**src/rtl/phase_seq_pkg.sv**
```systemverilog
// Shared types and helpers for the multi-phase sequencer.
package phase_seq_pkg;

  // Sequencer top-level states; encoding 3 is unreachable and recovers to IDLE.
  typedef enum logic [1:0] {
    IDLE = 2'd0,
    RUN  = 2'd1,
    DONE = 2'd2
  } state_e;

  // Width of the optional wrap counter.
  localparam int LOOP_CNT_W = 16;

  // Effective dwell: a programmed 0 still occupies one cycle, so a phase is never skipped.
  function automatic logic [31:0] eff_dwell(input logic [31:0] d);
    return (d == 32'd0) ? 32'd1 : d;
  endfunction

endpackage

```
**src/rtl/phase_dwell_cnt.sv**
```systemverilog
// Loadable down-counter that times one phase.
// It stops at 1 and flags last there, so it never underflows or wraps.
module phase_dwell_cnt #(
  parameter int CNT_W = 8
) (
  input  logic             clk,
  input  logic             rst_n,
  input  logic             load,
  input  logic [CNT_W-1:0] load_val,
  input  logic             en,
  output logic             last
);

  logic [CNT_W-1:0] cnt_q, cnt_d;

  // Load has priority; decrement only while above 1.
  always_comb begin
    cnt_d = cnt_q;
    if (load)
      cnt_d = load_val;
    else if (en && (cnt_q > CNT_W'(1)))
      cnt_d = cnt_q - CNT_W'(1);
  end

  // Count register, synchronous active-low reset.
  always_ff @(posedge clk) begin
    if (!rst_n) cnt_q <= '0;
    else        cnt_q <= cnt_d;
  end

  assign last = (cnt_q == CNT_W'(1));

endmodule

```
**src/rtl/phase_seq_fsm.sv**
```systemverilog
// Multi-phase sequencer: steps through NUM_PHASES phases, each held for a
// programmable dwell taken from a shadow copy of dwell_cfg latched at start.
// Supports abort, continuous loop mode and a done pulse. All outputs registered.
// Optional build macro PHASE_SEQ_LOOP_CNT_EN adds a saturating wrap counter output.
module phase_seq_fsm
  import phase_seq_pkg::*;
#(
  parameter  int NUM_PHASES = 4,
  parameter  int CNT_W      = 8,
  localparam int PH_W       = $clog2(NUM_PHASES)
) (
  input  logic                        clk,
  input  logic                        rst_n,
  input  logic                        start,
  input  logic                        abort,
  input  logic                        loop_en,
  input  logic [NUM_PHASES*CNT_W-1:0] dwell_cfg,
  output logic                        busy,
  output logic [PH_W-1:0]             phase,
  output logic                        phase_valid,
  output logic                        phase_first,
  output logic                        done
`ifdef PHASE_SEQ_LOOP_CNT_EN
  ,
  output logic [LOOP_CNT_W-1:0]       loop_cnt
`endif
);

  localparam logic [PH_W-1:0] LAST_PH = PH_W'(NUM_PHASES - 1);

  state_e                             state_q, state_d;
  logic [PH_W-1:0]                    phase_q, phase_d;
  logic [NUM_PHASES-1:0][CNT_W-1:0]   shadow_q, shadow_d;
  logic                               busy_q, busy_d;
  logic                               first_q, first_d;
  logic                               done_q, done_d;

  logic                               cnt_load, cnt_en, cnt_last;
  logic [CNT_W-1:0]                   cnt_load_val;
  logic [PH_W-1:0]                    phase_nxt;
  logic [NUM_PHASES-1:0][CNT_W-1:0]   dwell_in;

`ifdef PHASE_SEQ_LOOP_CNT_EN
  logic [LOOP_CNT_W-1:0]              loop_cnt_q, loop_cnt_d;
`endif

  assign dwell_in  = dwell_cfg;
  assign phase_nxt = phase_q + PH_W'(1);

  phase_dwell_cnt #(.CNT_W(CNT_W)) u_dwell (
    .clk      (clk),
    .rst_n    (rst_n),
    .load     (cnt_load),
    .load_val (cnt_load_val),
    .en       (cnt_en),
    .last     (cnt_last)
  );

  // Next-state, phase advance, counter control and registered-output values.
  always_comb begin
    state_d      = state_q;
    phase_d      = phase_q;
    shadow_d     = shadow_q;
    first_d      = 1'b0;
    done_d       = 1'b0;
    cnt_load     = 1'b0;
    cnt_load_val = '0;
    cnt_en       = 1'b0;
`ifdef PHASE_SEQ_LOOP_CNT_EN
    loop_cnt_d   = loop_cnt_q;
`endif
    unique case (state_q)
      IDLE: begin
        // abort cancels a same-cycle start
        if (start && !abort) begin
          shadow_d     = dwell_in;
          state_d      = RUN;
          phase_d      = '0;
          first_d      = 1'b1;
          cnt_load     = 1'b1;
          cnt_load_val = CNT_W'(eff_dwell(32'(dwell_in[0])));
`ifdef PHASE_SEQ_LOOP_CNT_EN
          loop_cnt_d   = '0;
`endif
        end
      end
      RUN: begin
        if (abort) begin
          state_d = IDLE;
          phase_d = '0;
        end else if (cnt_last) begin
          if (phase_q == LAST_PH) begin
            if (loop_en) begin
              phase_d      = '0;
              first_d      = 1'b1;
              cnt_load     = 1'b1;
              cnt_load_val = CNT_W'(eff_dwell(32'(shadow_q[0])));
`ifdef PHASE_SEQ_LOOP_CNT_EN
              if (loop_cnt_q != '1) loop_cnt_d = loop_cnt_q + LOOP_CNT_W'(1);
`endif
            end else begin
              state_d = DONE;
              phase_d = '0;
              done_d  = 1'b1;
            end
          end else begin
            phase_d      = phase_nxt;
            first_d      = 1'b1;
            cnt_load     = 1'b1;
            cnt_load_val = CNT_W'(eff_dwell(32'(shadow_q[phase_nxt])));
          end
        end else begin
          cnt_en = 1'b1;
        end
      end
      DONE: begin
        state_d = IDLE;
        phase_d = '0;
      end
      default: begin
        state_d = IDLE;
        phase_d = '0;
      end
    endcase
    busy_d = (state_d == RUN);
  end

  // State, phase, shadow and output registers.
  always_ff @(posedge clk) begin
    if (!rst_n) begin
      state_q  <= IDLE;
      phase_q  <= '0;
      shadow_q <= '0;
      busy_q   <= 1'b0;
      first_q  <= 1'b0;
      done_q   <= 1'b0;
    end else begin
      state_q  <= state_d;
      phase_q  <= phase_d;
      shadow_q <= shadow_d;
      busy_q   <= busy_d;
      first_q  <= first_d;
      done_q   <= done_d;
    end
  end

`ifdef PHASE_SEQ_LOOP_CNT_EN
  // Wrap counter; holds after abort/done until the next accepted start.
  always_ff @(posedge clk) begin
    if (!rst_n) loop_cnt_q <= '0;
    else        loop_cnt_q <= loop_cnt_d;
  end
  assign loop_cnt = loop_cnt_q;
`endif

  assign busy        = busy_q;
  assign phase_valid = busy_q;
  assign phase       = phase_q;
  assign phase_first = first_q;
  assign done        = done_q;

endmodule

```
**config.mk**
```make
export PLATFORM = sky130hd
export DESIGN_NAME = phase_seq_fsm
export DESIGN_NICKNAME = d
export VERILOG_FILES = /design/src/rtl/phase_seq_pkg.sv /design/src/rtl/phase_dwell_cnt.sv /design/src/rtl/phase_seq_fsm.sv
export SDC_FILE = /design/constraint.sdc
export NUM_CORES = 1
export LEC_CHECK = 0
export ABC_AREA = 0
export CAP_MARGIN = 40
export CORE_UTILIZATION = 50
export CTS_CLUSTER_DIAMETER = 60
export CTS_CLUSTER_SIZE = 25
export DETAILED_ROUTE_END_ITERATION = 8
export PLACE_DENSITY = 0.76
export SETUP_SLACK_MARGIN = 0.02
export SYNTH_ARGS = -nofsm -noshare
export SYNTH_HDL_FRONTEND = slang
export SYNTH_SLANG_ARGS = --single-unit
```
**constraint.sdc**
```tcl
create_clock -name clk -period 2.4 [get_ports clk]
set_clock_uncertainty 0.05 [all_clocks]
set_input_delay 0.36 -clock clk [delete_from_list [all_inputs] [get_ports clk]]
set_output_delay 0.36 -clock clk [all_outputs]
set_load 0.02 [all_outputs]
```
==> flow_metrics.py <==
metrics = {
    "grt": {
        "use_met1": 0.296,
        "grt.overflow.total": 0,
        "grt_usage": 0.235,
        "grt_pass1_wl_mm": 9.50,
        "met2_usage": 0.408,
        "grtUsageMet3": 0.0380,
        "grt_max_degree": 33,
        "grt_pass1_vias": 2082,
        "antenna_found_initial": 0,
        "grt_busiest_layer": "met2",
    },
    "synth": {
        "synth_compound_area_frac": 0.194,
        "synth_top_area_cell": "dfxtp_1",
        "syn_area_per_cell_um2": 8.56,
        "synthDistinctLibCells": 52,
        "seq_area_frac_synth": 0.391,
        "synth.top_cell.area_share": 0.391,
        "synthTopCellsByArea": "dfxtp_1 (39%), nand2_1 (11%), a21oi_1 (9.8%)",
        "synth_edf_count": 0,
        "postSynthCellCount": 281,
        "synthArstFlopShare": 0,
        "synth_top_family_by_area": "simple AND/OR/NAND/NOR gates",
        "synth-seq-cells": 47,
        "synth_area_um2": 2410,
        "synthMuxAreaShare": 0.113,
        "synth_ff_type": "dfxtp_1",
        "yosys_warnings": 0,
        "synthSimpleGateAreaFrac": 0.229,
        "synth_fa_ha_area_frac": 0.0156,
        "synthXorXnorAreaFrac": 0.00364,
        "synth_nets": 321,
    },
    "floorplanning": {
        "coreArea_um2": 4470,
        "num_rows": 24,
        "die_width_um": 71.4,
        "floorplan.io_pins": 43,
        "die_h_um": 71.4,
        "start_util": 0.538,
        "dieArea_um2": 5090,
    },
    "setup_path": {
        "critPathCaptureType": "flip-flop",
        "critPathMaxFanout": 9,
        "worstPathArrival_ps": 2180,
        "reg2reg_slack_ps": 350,
        "crit_path_start_kind": "flip-flop",
        "path_class": "reg -> reg",
        "crit_required_ps": 2530,
    },
    "power": {
        "p_total_mw": 1.72,
        "power_density_nw_per_um2": 572,
        "ir_worst_vdd_uv": 366,
        "power.leakage_nw": 1.10,
    },
    "clock_tree": {
        "h-tree-depth": 2,
        "hold_buffers": 0,
        "cts_setup_buffers": 0,
        "cts_root_buf": "clkbuf_8",
        "ctsLongestPathBuffers": 2,
        "tritoncts": "done",
        "clkTransAtPathRegs_ps": 90,
        "insertion_delay_ps": 300,
        "cts_buffers": 5,
        "post_cts_resized": 0,
        "clkSinkCount": 47,
    },
    "place": {
        "port_buffers": 42,
        "dpl.hpwl_mm": 4.15,
        "post_dp_cell_area_um2": 2910,
        "gp_congestion": 0.917,
    },
    "timing": {
        "fin_crit_sh": 0.856,
        "min_period_ps": 2050,
        "max_freq_ghz": 0.487,
        "relSlewSlack": 0.711,
        "tns_ps": 0,
        "rsz0062_at_grt": "false",
        "slew_violations": 0,
        "tightest_slew_ps": 430,
        "finalSetupViolations": 0,
        "hold_viol": 0,
    },
    "run_status": {
        "failed_checks": "DRC",
        "outcome": "finished with violations",
    },
    "drt": {
        "wirelength_mm": 5.66,
        "drt_iter0_markers": 131,
        "wl_per_cell_um": 15.0,
        "ant_nets": 0,
        "first_pass_iters": 9,
        "avgViaCountPerCell": 5.83,
        "num_vias": 2199,
        "drc": 5,
    },
    "worst_hold_path": {
        "hold_path.class": "reg -> reg",
    },
    "layout": {
        "diodes": 0,
        "fillers": 392,
        "final_layout_size_suffix_gt1_frac": 0.129,
        "area_growth_pct": 24.7,
        "final_area_um2": 3000,
        "final_nets": 365,
    },
    "flow_run": {
        "drv_cap": 0,
    },
}
==> synth_stat cells, types with 6 or more instances <==
cell type and count:
a21oi_1 47, dfxtp_1 47, clkbuf_1 6, nor3_1 8, buf_2 6, mux2_2 6, nand2_1 71, inv_1 7
nor2_1 8
==> area by class of cell <==
cell class	instances	area [um2]	area share
multi-input combinational	208	1350	0.449
sequential	47	941	0.314
timing repair buffer	55	531	0.177
clock buffer	6	82.6	0.0275
tap	52	65.1	0.0217
inverter	8	30.0	0.0100
clock inverter	1	5.00	0.00167
==> per-layer routing <==
| layer | routed length (um) | share of wire | up-vias |
|---|---|---|---|
| li1 | - | - | 1089 |
| met1 | 2490 | 0.44 | 1018 |
| met2 | 2800 | 0.50 | 78 |
| met3 | 263 | 0.046 | 14 |
| met4 | 106 | 0.019 | 0 |
| met5 | 0 | 0 | - |
==> cells by family (layout without fill, tap and decap cells) <==
| family | after synthesis | after routing |
|---|---|---|
| xor gates and xnor gates | 1 | 1 |
| adders and majority gates | 3 | 3 |
| DFF | 47 | 47 |
| buffers and inverters | 26 | 70 |
| muxes | 15 | 15 |
| and+or+nand+nor | 113 | 113 |
| AOI/OAI and AO/OA | 76 | 76 |
==> critical path, stage by stage, from the launching register on <==
cell	delay [ps]
dfxtp_1	330
ha_1	530
mux4_1	410
mux2_2	300
a21oi_1	190
a21oi_1	110
==> where the power goes <==
| part | internal (mW) | switching [mW] |
|---|---|---|
| clock | 0.226 | 0.256 |
| combinational | 0.190 | 0.184 |
| sequential | 0.821 | 0.0394 |
| total | 1.24 | 0.479 |
==> through the flow <==
| step | setup slack, ps | std cells | hold slack [ps] | util |
|---|---|---|---|---|
| after floorplan | 426 | 281 | 382 | - |
| after global placement | 209 | 370 | 391 | 0.651 |
| after detailed placement | 205 | 370 | 394 | 0.651 |
| after CTS | 377 | 377 | 405 | 0.671 |
| after global routing | 275 | 377 | 424 | 0.671 |
| final | 346 | 377 | 404 | 0.671 |
==> state kept, by name, summed over array words and instances (netlist names) <==
register	count
phase_first	1
done	1
state_q	2
u_dwell.cnt_q	8
shadow_q	32
phase	2
busy	1
==> layout by cell type (no fill, tap or decap), types with 3 or more instances in the layout <==
cell type,Yosys,layout
a21oi_1,47,47
mux4_1,4,4
dfxtp_1,47,47
o21ai_1,4,4
mux4_2,4,4
nor3_1,8,8
o21ai_0,4,4
mux2_2,6,6
inv_1,7,7
or3_1,3,3
clkbuf_8,0,6
nor2_1,8,8
buf_4,2,12
ha_1,3,3
clkdlybuf4s50_1,0,42
nor4_1,4,4
nand2b_1,3,3
o41ai_1,3,3
and3_1,3,3
nand2_1,71,71
==> path summary, 6_finish.rpt <==
path,start,to,depth (start not counted)
max,phase[1],u_dwell.cnt_q[1],5
min,shadow_q[15],shadow_q[15],2
max reg2reg,phase[1],u_dwell.cnt_q[1],5
min reg2reg,shadow_q[15],shadow_q[15],2
(Power assumes the default switching activity.)
